<file path="config.mk">
export PLATFORM = sky130hd
export DESIGN_NAME = sram_responder
export DESIGN_NICKNAME = d
export VERILOG_FILES = /design/src/rtl/tester_pkg.sv /design/src/rtl/sram_responder.sv
export SDC_FILE = /design/constraint.sdc
export NUM_CORES = 1
export LEC_CHECK = 0
export CAP_MARGIN = 20
export CORE_ASPECT_RATIO = 1.4
export CORE_MARGIN = 2
export CORE_UTILIZATION = 40
export CTS_BUF_LIST = sky130_fd_sc_hd__clkbuf_16
export CTS_CLUSTER_DIAMETER = 80
export CTS_CLUSTER_SIZE = 28
export DETAILED_ROUTE_END_ITERATION = 7
export PLACE_DENSITY = 0.85
export REMOVE_ABC_BUFFERS = 1
export SETUP_SLACK_MARGIN = 0.1
export SYNTH_ARGS = -nofsm -noshare
export SYNTH_HDL_FRONTEND = slang
export SYNTH_SLANG_ARGS = --single-unit
</file>
<file path="constraint.sdc">
create_clock -name clock -period 2.3 [get_ports clock]
set_input_delay 0.46 -clock clock [delete_from_list [all_inputs] [get_ports clock]]
set_output_delay 0.46 -clock clock [all_outputs]
set_load 0.02 [all_outputs]
</file>
<file path="src/rtl/tester_pkg.sv">
// Shared constants for the tester memory path: responder state encoding,
// default SRAM strobe timing and the wait-counter width.
package tester_pkg;

  localparam logic [2:0] ST_IDLE     = 3'd0;
  localparam logic [2:0] ST_RD       = 3'd1;
  localparam logic [2:0] ST_WR_SETUP = 3'd2;
  localparam logic [2:0] ST_WR_PULSE = 3'd3;
  localparam logic [2:0] ST_WR_HOLD  = 3'd4;

  localparam int DEF_RD_CYCLES = 2;
  localparam int DEF_WR_CYCLES = 2;
  localparam int CNT_WIDTH     = 4;

endpackage

</file>
<file path="src/rtl/sram_responder.sv">
// Bus-slave front end for an asynchronous 16-bit SRAM: accepts one read or
// write at a time and sequences registered CE/OE/WE/UB/LB strobes.
module sram_responder
  import tester_pkg::*;
#(
  parameter int ADDR_WIDTH = 20,
  parameter int DATA_WIDTH = 16,
  parameter int BE_WIDTH   = DATA_WIDTH / 8,
  parameter int RD_CYCLES  = DEF_RD_CYCLES,
  parameter int WR_CYCLES  = DEF_WR_CYCLES
) (
  input  logic                  clock,
  input  logic                  reset,
  input  logic [ADDR_WIDTH-1:0] address,
  input  logic [BE_WIDTH-1:0]   byteenable,
  input  logic                  read,
  input  logic                  write,
  input  logic [DATA_WIDTH-1:0] writedata,
  output logic                  waitrequest,
  output logic [DATA_WIDTH-1:0] readdata,
  output logic                  readdataready,
  output logic                  protocol_error,
  output logic [ADDR_WIDTH-1:0] sram_addr,
  output logic [15:0]           sram_dq_out,
  output logic                  sram_dq_oe,
  input  logic [15:0]           sram_dq_in,
  output logic                  sram_ce_n,
  output logic                  sram_oe_n,
  output logic                  sram_we_n,
  output logic                  sram_ub_n,
  output logic                  sram_lb_n
);

  localparam logic [CNT_WIDTH-1:0] RD_LOAD = CNT_WIDTH'(RD_CYCLES - 1);
  localparam logic [CNT_WIDTH-1:0] WR_LOAD = CNT_WIDTH'(WR_CYCLES - 1);

  logic [2:0]            state_q,  state_d;
  logic [CNT_WIDTH-1:0]  cnt_q,    cnt_d;
  logic [ADDR_WIDTH-1:0] addr_q,   addr_d;
  logic [BE_WIDTH-1:0]   be_q,     be_d;
  logic [DATA_WIDTH-1:0] wdata_q,  wdata_d;
  logic [DATA_WIDTH-1:0] rdata_q,  rdata_d;
  logic                  rdv_q,    rdv_d;
  logic                  perr_q,   perr_d;
  logic                  ce_n_q,   ce_n_d;
  logic                  oe_n_q,   oe_n_d;
  logic                  we_n_q,   we_n_d;
  logic                  ub_n_q,   ub_n_d;
  logic                  lb_n_q,   lb_n_d;
  logic                  dq_oe_q,  dq_oe_d;

  always_comb begin
    // NOTE: every variable gets a default before the case so no path leaves it unassigned (no latch).
    state_d = state_q;
    cnt_d   = cnt_q;
    addr_d  = addr_q;
    be_d    = be_q;
    wdata_d = wdata_q;
    rdata_d = rdata_q;
    rdv_d   = 1'b0;
    perr_d  = perr_q;

    case (state_q)
      ST_IDLE: begin
        if (read || write) begin
          addr_d  = address;
          be_d    = byteenable;
          wdata_d = writedata;
          // A simultaneous read+write is flagged and serviced as a write.
          if (read && write) perr_d = 1'b1;
          if (write) begin
            state_d = ST_WR_SETUP;
          end else begin
            state_d = ST_RD;
            cnt_d   = RD_LOAD;
          end
        end
      end
      ST_RD: begin
        if (cnt_q == '0) begin
          rdata_d[15:8] = be_q[1] ? sram_dq_in[15:8] : 8'h00;
          rdata_d[7:0]  = be_q[0] ? sram_dq_in[7:0]  : 8'h00;
          rdv_d         = 1'b1;
          state_d       = ST_IDLE;
        end else begin
          cnt_d = cnt_q - 1'b1;
        end
      end
      ST_WR_SETUP: begin
        state_d = ST_WR_PULSE;
        cnt_d   = WR_LOAD;
      end
      ST_WR_PULSE: begin
        if (cnt_q == '0) state_d = ST_WR_HOLD;
        else             cnt_d   = cnt_q - 1'b1;
      end
      ST_WR_HOLD: state_d = ST_IDLE;
      default:    state_d = ST_IDLE;
    endcase

    // Pin strobes are decoded from the next state so they change on the same edge as the state.
    ce_n_d  = (state_d == ST_IDLE);
    oe_n_d  = (state_d != ST_RD);
    we_n_d  = (state_d != ST_WR_PULSE);
    ub_n_d  = (state_d == ST_IDLE) || !be_d[1];
    lb_n_d  = (state_d == ST_IDLE) || !be_d[0];
    dq_oe_d = (state_d == ST_WR_SETUP) || (state_d == ST_WR_PULSE) ||
              (state_d == ST_WR_HOLD);
  end

  // NOTE: sequential state uses non-blocking assignments so every register samples pre-edge values.
  always_ff @(posedge clock) begin
    if (reset) begin
      state_q <= ST_IDLE;
      cnt_q   <= '0;
      addr_q  <= '0;
      be_q    <= '0;
      wdata_q <= '0;
      rdata_q <= '0;
      rdv_q   <= 1'b0;
      perr_q  <= 1'b0;
      ce_n_q  <= 1'b1;
      oe_n_q  <= 1'b1;
      we_n_q  <= 1'b1;
      ub_n_q  <= 1'b1;
      lb_n_q  <= 1'b1;
      dq_oe_q <= 1'b0;
    end else begin
      state_q <= state_d;
      cnt_q   <= cnt_d;
      addr_q  <= addr_d;
      be_q    <= be_d;
      wdata_q <= wdata_d;
      rdata_q <= rdata_d;
      rdv_q   <= rdv_d;
      perr_q  <= perr_d;
      ce_n_q  <= ce_n_d;
      oe_n_q  <= oe_n_d;
      we_n_q  <= we_n_d;
      ub_n_q  <= ub_n_d;
      lb_n_q  <= lb_n_d;
      dq_oe_q <= dq_oe_d;
    end
  end

  assign waitrequest    = (state_q != ST_IDLE);
  assign readdata       = rdata_q;
  assign readdataready  = rdv_q;
  assign protocol_error = perr_q;
  assign sram_addr      = addr_q;
  assign sram_dq_out    = wdata_q;
  assign sram_dq_oe     = dq_oe_q;
  assign sram_ce_n      = ce_n_q;
  assign sram_oe_n      = oe_n_q;
  assign sram_we_n      = we_n_q;
  assign sram_ub_n      = ub_n_q;
  assign sram_lb_n      = lb_n_q;

endmodule

</file>
### Word level (Yosys, flattened, before mapping)

Cells that the tools add are included.

* register bits after elaboration: 69
* output and inout port bits: 61

* multiplexer cells: 14
* add/sub/neg operators: 1
* bitwise operators: 1
* equal/unequal tests: 11
* reductions and logical operators: 19

Operators with widths (count)
* $mux 8: 2
* $eq 3x2->1 const B: 4
* $mux 4: 3
* $pmux 3 s4: 1
* $pmux 4 s3: 1
* $mux 3: 3
* $logic_not 3->1: 2
* $mux 2: 3
* $ne 2x2->1 const B: 3
* $reduce_bool 3->1: 2
* $logic_or 1x1->1: 5
* $logic_not 4->1: 1
* $reduce_and 2->1: 2
* $reduce_and 4->1: 1
* $reduce_or 2->1: 2
* $sub 4x1->4 const B: 1
* $eq 3x1->1 const B: 1
* $eq 3x3->1 const B: 1
* $ne 3x1->1 const B: 1
* $ne 3x2->1 const B: 1
* $reduce_and 3->1: 1
* $logic_not 1->1: 2
* $logic_and 1x1->1: 1
* $mux 1: 1
* $not 1->1: 1

### Depth between registers and ports, before layout

Gate-level depths: netlist of the first run.

* depth in word-level cells: 6
* gate-level depth with buffers: 8
* depth with buffers taken out: 6

### Worst setup path before layout of the first run

OpenSTA, ideal clock, no wires.

* path kind: register to register
* from: register cnt_q[0]
* to: register rdata_q[13], in the netlist readdata[13]
* slack: 0.497 ns
* path buffers: 2
* data arrival time: 1.670 ns
* stages on the path, launching flop included: 9
* data required time: 2.168 ns
* cell sequence: dfxtp_1 > inv_1 > ha_1 > or3b_4 > or3_1 > buf_6 > buf_6 > nand2_1 > a21oi_1

* cells in the longest elaborated chain, start to end: 2

RTL lines
* start, declared: RTL line sram_responder.sv:38 `logic [CNT_WIDTH-1:0] cnt_q, cnt_d;`
* start signal, assigned: RTL line sram_responder.sv:130 `cnt_q <= cnt_d;`
* $logic_not 4->1: RTL line sram_responder.sv:80 `if (cnt_q == '0) begin`
* $reduce_and 2->1 (no line)
* end signal, assigned: RTL line sram_responder.sv:134 `rdata_q <= rdata_d;`
* end, declared: RTL line sram_responder.sv:42 `logic [DATA_WIDTH-1:0] rdata_q, rdata_d;`

Every way passes these cells.
A chain may end at the register's enable or synchronous reset.

### Worst setup path in the final report of the first run

* from: register cnt_q[0]
* to: register rdata_q[11], in the netlist readdata[11]

The elaborated chain is that of the path after synthesis.

==> results of run 1 <==
-- state kept, by name, indices dropped and copies added, names as in the netlist --
register,flops
sram_ce_n,1
state_q,3
sram_lb_n,1
sram_dq_out,16
readdata,16
sram_we_n,1
sram_oe_n,1
cnt_q,4
readdataready,1
protocol_error,1
be_q,2
sram_dq_oe,1
sram_addr,20
sram_ub_n,1
-- layout by cell type, fill, tap and decap left out, types with 2 or more instances in the layout --
| cell | count |
|---|---|
| sky130_fd_sc_hd__clkdlybuf4s50_1 | 116 |
| sky130_fd_sc_hd__nand2_1 | 90 |
| sky130_fd_sc_hd__dfxtp_1 | 69 |
| sky130_fd_sc_hd__a21oi_1 | 56 |
| sky130_fd_sc_hd__nand3_1 | 16 |
| sky130_fd_sc_hd__nor2_1 | 9 |
| sky130_fd_sc_hd__clkbuf_16 | 9 |
| sky130_fd_sc_hd__inv_1 | 5 |
| sky130_fd_sc_hd__nand2b_1 | 4 |
| sky130_fd_sc_hd__a31oi_1 | 3 |
| sky130_fd_sc_hd__clkinvlp_4 | 3 |
| sky130_fd_sc_hd__or3_1 | 2 |
| sky130_fd_sc_hd__a311oi_1 | 2 |
| sky130_fd_sc_hd__nor4_1 | 2 |
| sky130_fd_sc_hd__nor3_1 | 2 |
| sky130_fd_sc_hd__mux2i_1 | 2 |
| sky130_fd_sc_hd__o21ai_0 | 2 |
| sky130_fd_sc_hd__or2_2 | 2 |
| sky130_fd_sc_hd__bufinv_16 | 2 |
| sky130_fd_sc_hd__buf_12 | 2 |
-- final cells by class --
type                       instances  share of cell area (%)
tap                               70                    2.19
inverter                           4                   0.375
multi-input combinational        203                    24.5
clock inverter                     7                    2.28
sequential                        69                    34.5
timing repair buffer             121                    30.6
clock buffer                       9                    5.62
-- layer usage --
| layer | GRT usage (%) | up-vias | routed length, um |
|---|---|---|---|
| met4 | 7.54 | 0 | 106 |
| met2 | 35.1 | 102 | 3380 |
| li1 | - | 1211 | - |
| met3 | 7.81 | 10 | 539 |
| met1 | 20.2 | 1095 | 2510 |
| met5 | 0 | - | 0 |
-- worst min path at each step --
stage | to | slack, ps
after global routing | readdata[2]$_SDFFE_PP0P_ | 470
after global placement | readdata[13]$_SDFFE_PP0P_ | 440
final | readdata[2]$_SDFFE_PP0P_ | 450
after floorplan | cnt_q[0]$_SDFFE_PP0P_ | 460
after detailed placement | sram_addr[3]$_SDFFE_PP0P_ | 450
after CTS | readdata[2]$_SDFFE_PP0P_ | 450
-- synthesized netlist by cell type (2+ instances only) --
library cell and instances:
sky130_fd_sc_hd__nor2_1 9, sky130_fd_sc_hd__nand3_1 16, sky130_fd_sc_hd__dfxtp_1 69, sky130_fd_sc_hd__a31oi_1 3
sky130_fd_sc_hd__clkbuf_1 13, sky130_fd_sc_hd__buf_2 3, sky130_fd_sc_hd__a21oi_1 56, sky130_fd_sc_hd__nand2b_1 4
sky130_fd_sc_hd__nor3_1 2, sky130_fd_sc_hd__or3_1 2, sky130_fd_sc_hd__o21ai_0 2, sky130_fd_sc_hd__or2_2 2
sky130_fd_sc_hd__nor4_1 2, sky130_fd_sc_hd__mux2i_1 2, sky130_fd_sc_hd__a311oi_1 2, sky130_fd_sc_hd__buf_6 2
sky130_fd_sc_hd__nand2_1 90, sky130_fd_sc_hd__inv_1 4
-- repair_timing --
action,in CTS,in global routing
gates resized for setup,0,1
hold buffers,0,0
endpoints found under the setup margin,0,1
-- cell families after synthesis --
group	share of synthesized area, %
simple gates	24.2
compound gates	14.2
buf+inv	4.40
mux	0.810
flops	55.9
fa+ha+maj	0.506
-- critical path, cell delays in order, from the launching register on --
cell	delay, ps
sky130_fd_sc_hd__dfxtp_1	330
sky130_fd_sc_hd__inv_1	60
sky130_fd_sc_hd__ha_1	210
sky130_fd_sc_hd__or3b_4	430
sky130_fd_sc_hd__or3_1	620
sky130_fd_sc_hd__nand2_1	180
sky130_fd_sc_hd__a21oi_1	80
-- report_power, final --
group	leakage, nW	total (mW)	switching, mW	internal (mW)
combinational	0.771	0.859	0.461	0.398
sequential	0.565	1.39	0.0764	1.32
clock	0.149	1.42	0.480	0.941
==> metrics.txt, run 1 <==
# TYPE chip_impl_metric gauge
chip_impl_metric{name="drt.antenna.violating_nets",unit=""} 0
chip_impl_metric{name="initial_core_utilization",unit="%"} 41.9
chip_impl_metric{name="clock_latency",unit="ps"} 320
chip_impl_metric{name="flow.area_growth_from_synthesis",unit="%"} 62.2
chip_impl_metric{name="placedCellCount",unit=""} 467
chip_impl_metric{name="cts_made_buffers",unit=""} 9
chip_impl_metric{name="ys_seq_area_share",unit="%"} 55.9
chip_impl_info{name="reg2reg_from",value="cnt_q[0]$_SDFFE_PP0P_"} 1
chip_impl_metric{name="die_height",unit="um"} 97
chip_impl_metric{name="period_minus_slack",unit="ps"} 2040
chip_impl_metric{name="core-area",unit="um^2"} 5900
chip_impl_metric{name="distinct_cell_type_count_after_synthesis",unit=""} 30
chip_impl_metric{name="numClockSinks",unit=""} 69
chip_impl_metric{name="grt_start_max_net_pins",unit=""} 65
chip_impl_metric{name="syn_area",unit="um^2"} 2470
chip_impl_metric{name="final_min_period_over_clock_period",unit="%"} 88.6
chip_impl_metric{name="boundaryPins",unit=""} 119
chip_impl_metric{name="first_pass_grt_wire_length",unit="mm"} 10.8
chip_impl_info{name="end_kind",value="flop"} 1
chip_impl_metric{name="gp_routability_congestion",unit=""} 0.831
chip_impl_metric{name="vias_in_the_first_global_route",unit=""} 2442
chip_impl_metric{name="number_of_cell_instances_on_the_worst_register_to_register_path",unit=""} 6
chip_impl_metric{name="drt_first_iter_violations",unit=""} 114
chip_impl_metric{name="h_tree_depth",unit=""} 3
chip_impl_metric{name="rows",unit=""} 33
chip_impl_metric{name="total_power",unit="mW"} 3.67
chip_impl_metric{name="area_occupied_by_multi_input_gates",unit="um^2"} 981
chip_impl_info{name="startpoint_type",value="flop"} 1
chip_impl_metric{name="drive_above_1_share",unit="%"} 6.54
chip_impl_metric{name="synth-edff-count",unit=""} 0
chip_impl_info{name="regToRegEndpoint",value="readdata[11]$_SDFFE_PP0P_"} 1
chip_impl_metric{name="finalNetCount",unit=""} 467
chip_impl_metric{name="antenna_found_initial",unit=""} 0
chip_impl_metric{name="routed-via-count",unit=""} 2418
chip_impl_metric{name="port_buffers",unit=""} 118
chip_impl_metric{name="yosysTopAreaCellShare",unit="%"} 55.9
chip_impl_metric{name="share_of_synthesized_flip_flops_with_an_asynchronous_set_or_reset",unit="%"} 0
chip_impl_metric{name="irDropWorstVdd",unit="mV"} 0.555
chip_impl_metric{name="routed_wirelength",unit="mm"} 6.54
chip_impl_metric{name="post_dp_cell_area",unit="um^2"} 3690
chip_impl_metric{name="floorplan.die_area",unit="um^2"} 6830
chip_impl_metric{name="fin_area",unit="um^2"} 4010
chip_impl_metric{name="synthCells",unit=""} 295
chip_impl_metric{name="layoutNonFillerInstCount",unit=""} 483
chip_impl_metric{name="final_util",unit="%"} 67.9
chip_impl_metric{name="hold_viol",unit=""} 0
chip_impl_metric{name="avgRoutedWirePerCell",unit="um"} 13.5
chip_impl_info{name="worstSetupStartpoint",value="cnt_q[0]$_SDFFE_PP0P_"} 1
chip_impl_metric{name="worst-endpoint-required",unit="ps"} 2490
chip_impl_metric{name="critPathArrivalTime",unit="ps"} 2230
chip_impl_info{name="critical_path_class",value="flop to flop"} 1
chip_impl_metric{name="leakage",unit="nW"} 1.49
chip_impl_metric{name="timing.max_slew.rel_slack",unit="%"} 59.7
chip_impl_metric{name="holdPathStages",unit=""} 2
chip_impl_metric{name="timing.clock.skew",unit="ps"} 5.06
chip_impl_metric{name="detail_route.drc_violations",unit=""} 0
chip_impl_metric{name="clk_transition_reported_paths",unit="ps"} 50
chip_impl_metric{name="dp_worst_setup_slack",unit="ps"} 169
chip_impl_info{name="critical_path.endpoint",value="readdata[11]$_SDFFE_PP0P_"} 1
chip_impl_metric{name="power_dens_cells",unit="nW/um^2"} 916
chip_impl_metric{name="timing_max_transition_violations_final",unit=""} 0
chip_impl_info{name="synth_top_area_cell",value="sky130_fd_sc_hd__dfxtp_1"} 1
chip_impl_info{name="synth_top_flop_cell",value="sky130_fd_sc_hd__dfxtp_1"} 1
chip_impl_metric{name="timing.reg2reg.setup_slack",unit="ps"} 260
chip_impl_metric{name="timing.fmax",unit="MHz"} 491
chip_impl_metric{name="final.setup.tns",unit="ps"} 0
chip_impl_metric{name="timing.final.setup_violations",unit=""} 0
chip_impl_metric{name="post-cts-setup-buffers",unit=""} 0
chip_impl_metric{name="overflow",unit=""} 0
chip_impl_metric{name="detail_route.first_pass.iterations",unit=""} 4
chip_impl_info{name="min-delay-start",value="readdata[2]$_SDFFE_PP0P_"} 1
chip_impl_metric{name="cts_max_path_buffers",unit=""} 2
chip_impl_metric{name="die_w",unit="um"} 70.4
chip_impl_metric{name="filler_cell_count",unit=""} 480
chip_impl_metric{name="synth-seq-cells",unit=""} 69
chip_impl_info{name="synthTopCellsByArea",value="sky130_fd_sc_hd__dfxtp_1, sky130_fd_sc_hd__nand2_1, sky130_fd_sc_hd__a21oi_1"} 1
chip_impl_metric{name="diodes",unit=""} 0
chip_impl_metric{name="routed_via_density",unit=""} 5.01
chip_impl_info{name="run_status",value="complete, no violations"} 1
chip_impl_metric{name="tightest_slew",unit="ps"} 603
chip_impl_metric{name="layout_setup_ws",unit="ps"} 263
chip_impl_metric{name="ys_warn_count",unit=""} 0
chip_impl_metric{name="dp_hpwl",unit="mm"} 4.57
chip_impl_info{name="tritoncts",value="done"} 1
chip_impl_metric{name="synthesis.area_per_instance",unit="um^2"} 8.38
chip_impl_metric{name="maxCapViolCount",unit=""} 0
chip_impl_metric{name="gr-usage-all-layers",unit="%"} 19.6
chip_impl_metric{name="timing.critical_path.fanout_max",unit=""} 17
chip_impl_info{name="clockRootBuffer",value="sky130_fd_sc_hd__clkbuf_16"} 1
chip_impl_metric{name="holdWs",unit="ps"} 449
chip_impl_info{name="hold_class",value="flop to flop"} 1
chip_impl_metric{name="seqCellArea",unit="um^2"} 1380
chip_impl_info{name="setup_repair_after_global_routing_missed_its_margin",value="false"} 1
No activity file was read; power rests on OpenSTA's default activity.
==> run 2: changes to the inputs <==
--- a/config.mk
+++ b/config.mk
@@ -19,3 +19,4 @@
 export SYNTH_ARGS = -nofsm -noshare
 export SYNTH_HDL_FRONTEND = slang
 export SYNTH_SLANG_ARGS = --single-unit
+export TNS_END_PERCENT = 5
==> results of run 2 <==
The final DEF is identical to that of run 1; final timing and power are the same.
==> run 3: changes to the inputs <==
--- a/config.mk
+++ b/config.mk
@@ -5,7 +5,6 @@
 export SDC_FILE = /design/constraint.sdc
 export NUM_CORES = 1
 export LEC_CHECK = 0
-export CAP_MARGIN = 20
 export CORE_ASPECT_RATIO = 1.4
 export CORE_MARGIN = 2
 export CORE_UTILIZATION = 40
==> results of run 3 <==
The final DEF is identical to that of run 1; final timing and power are the same.
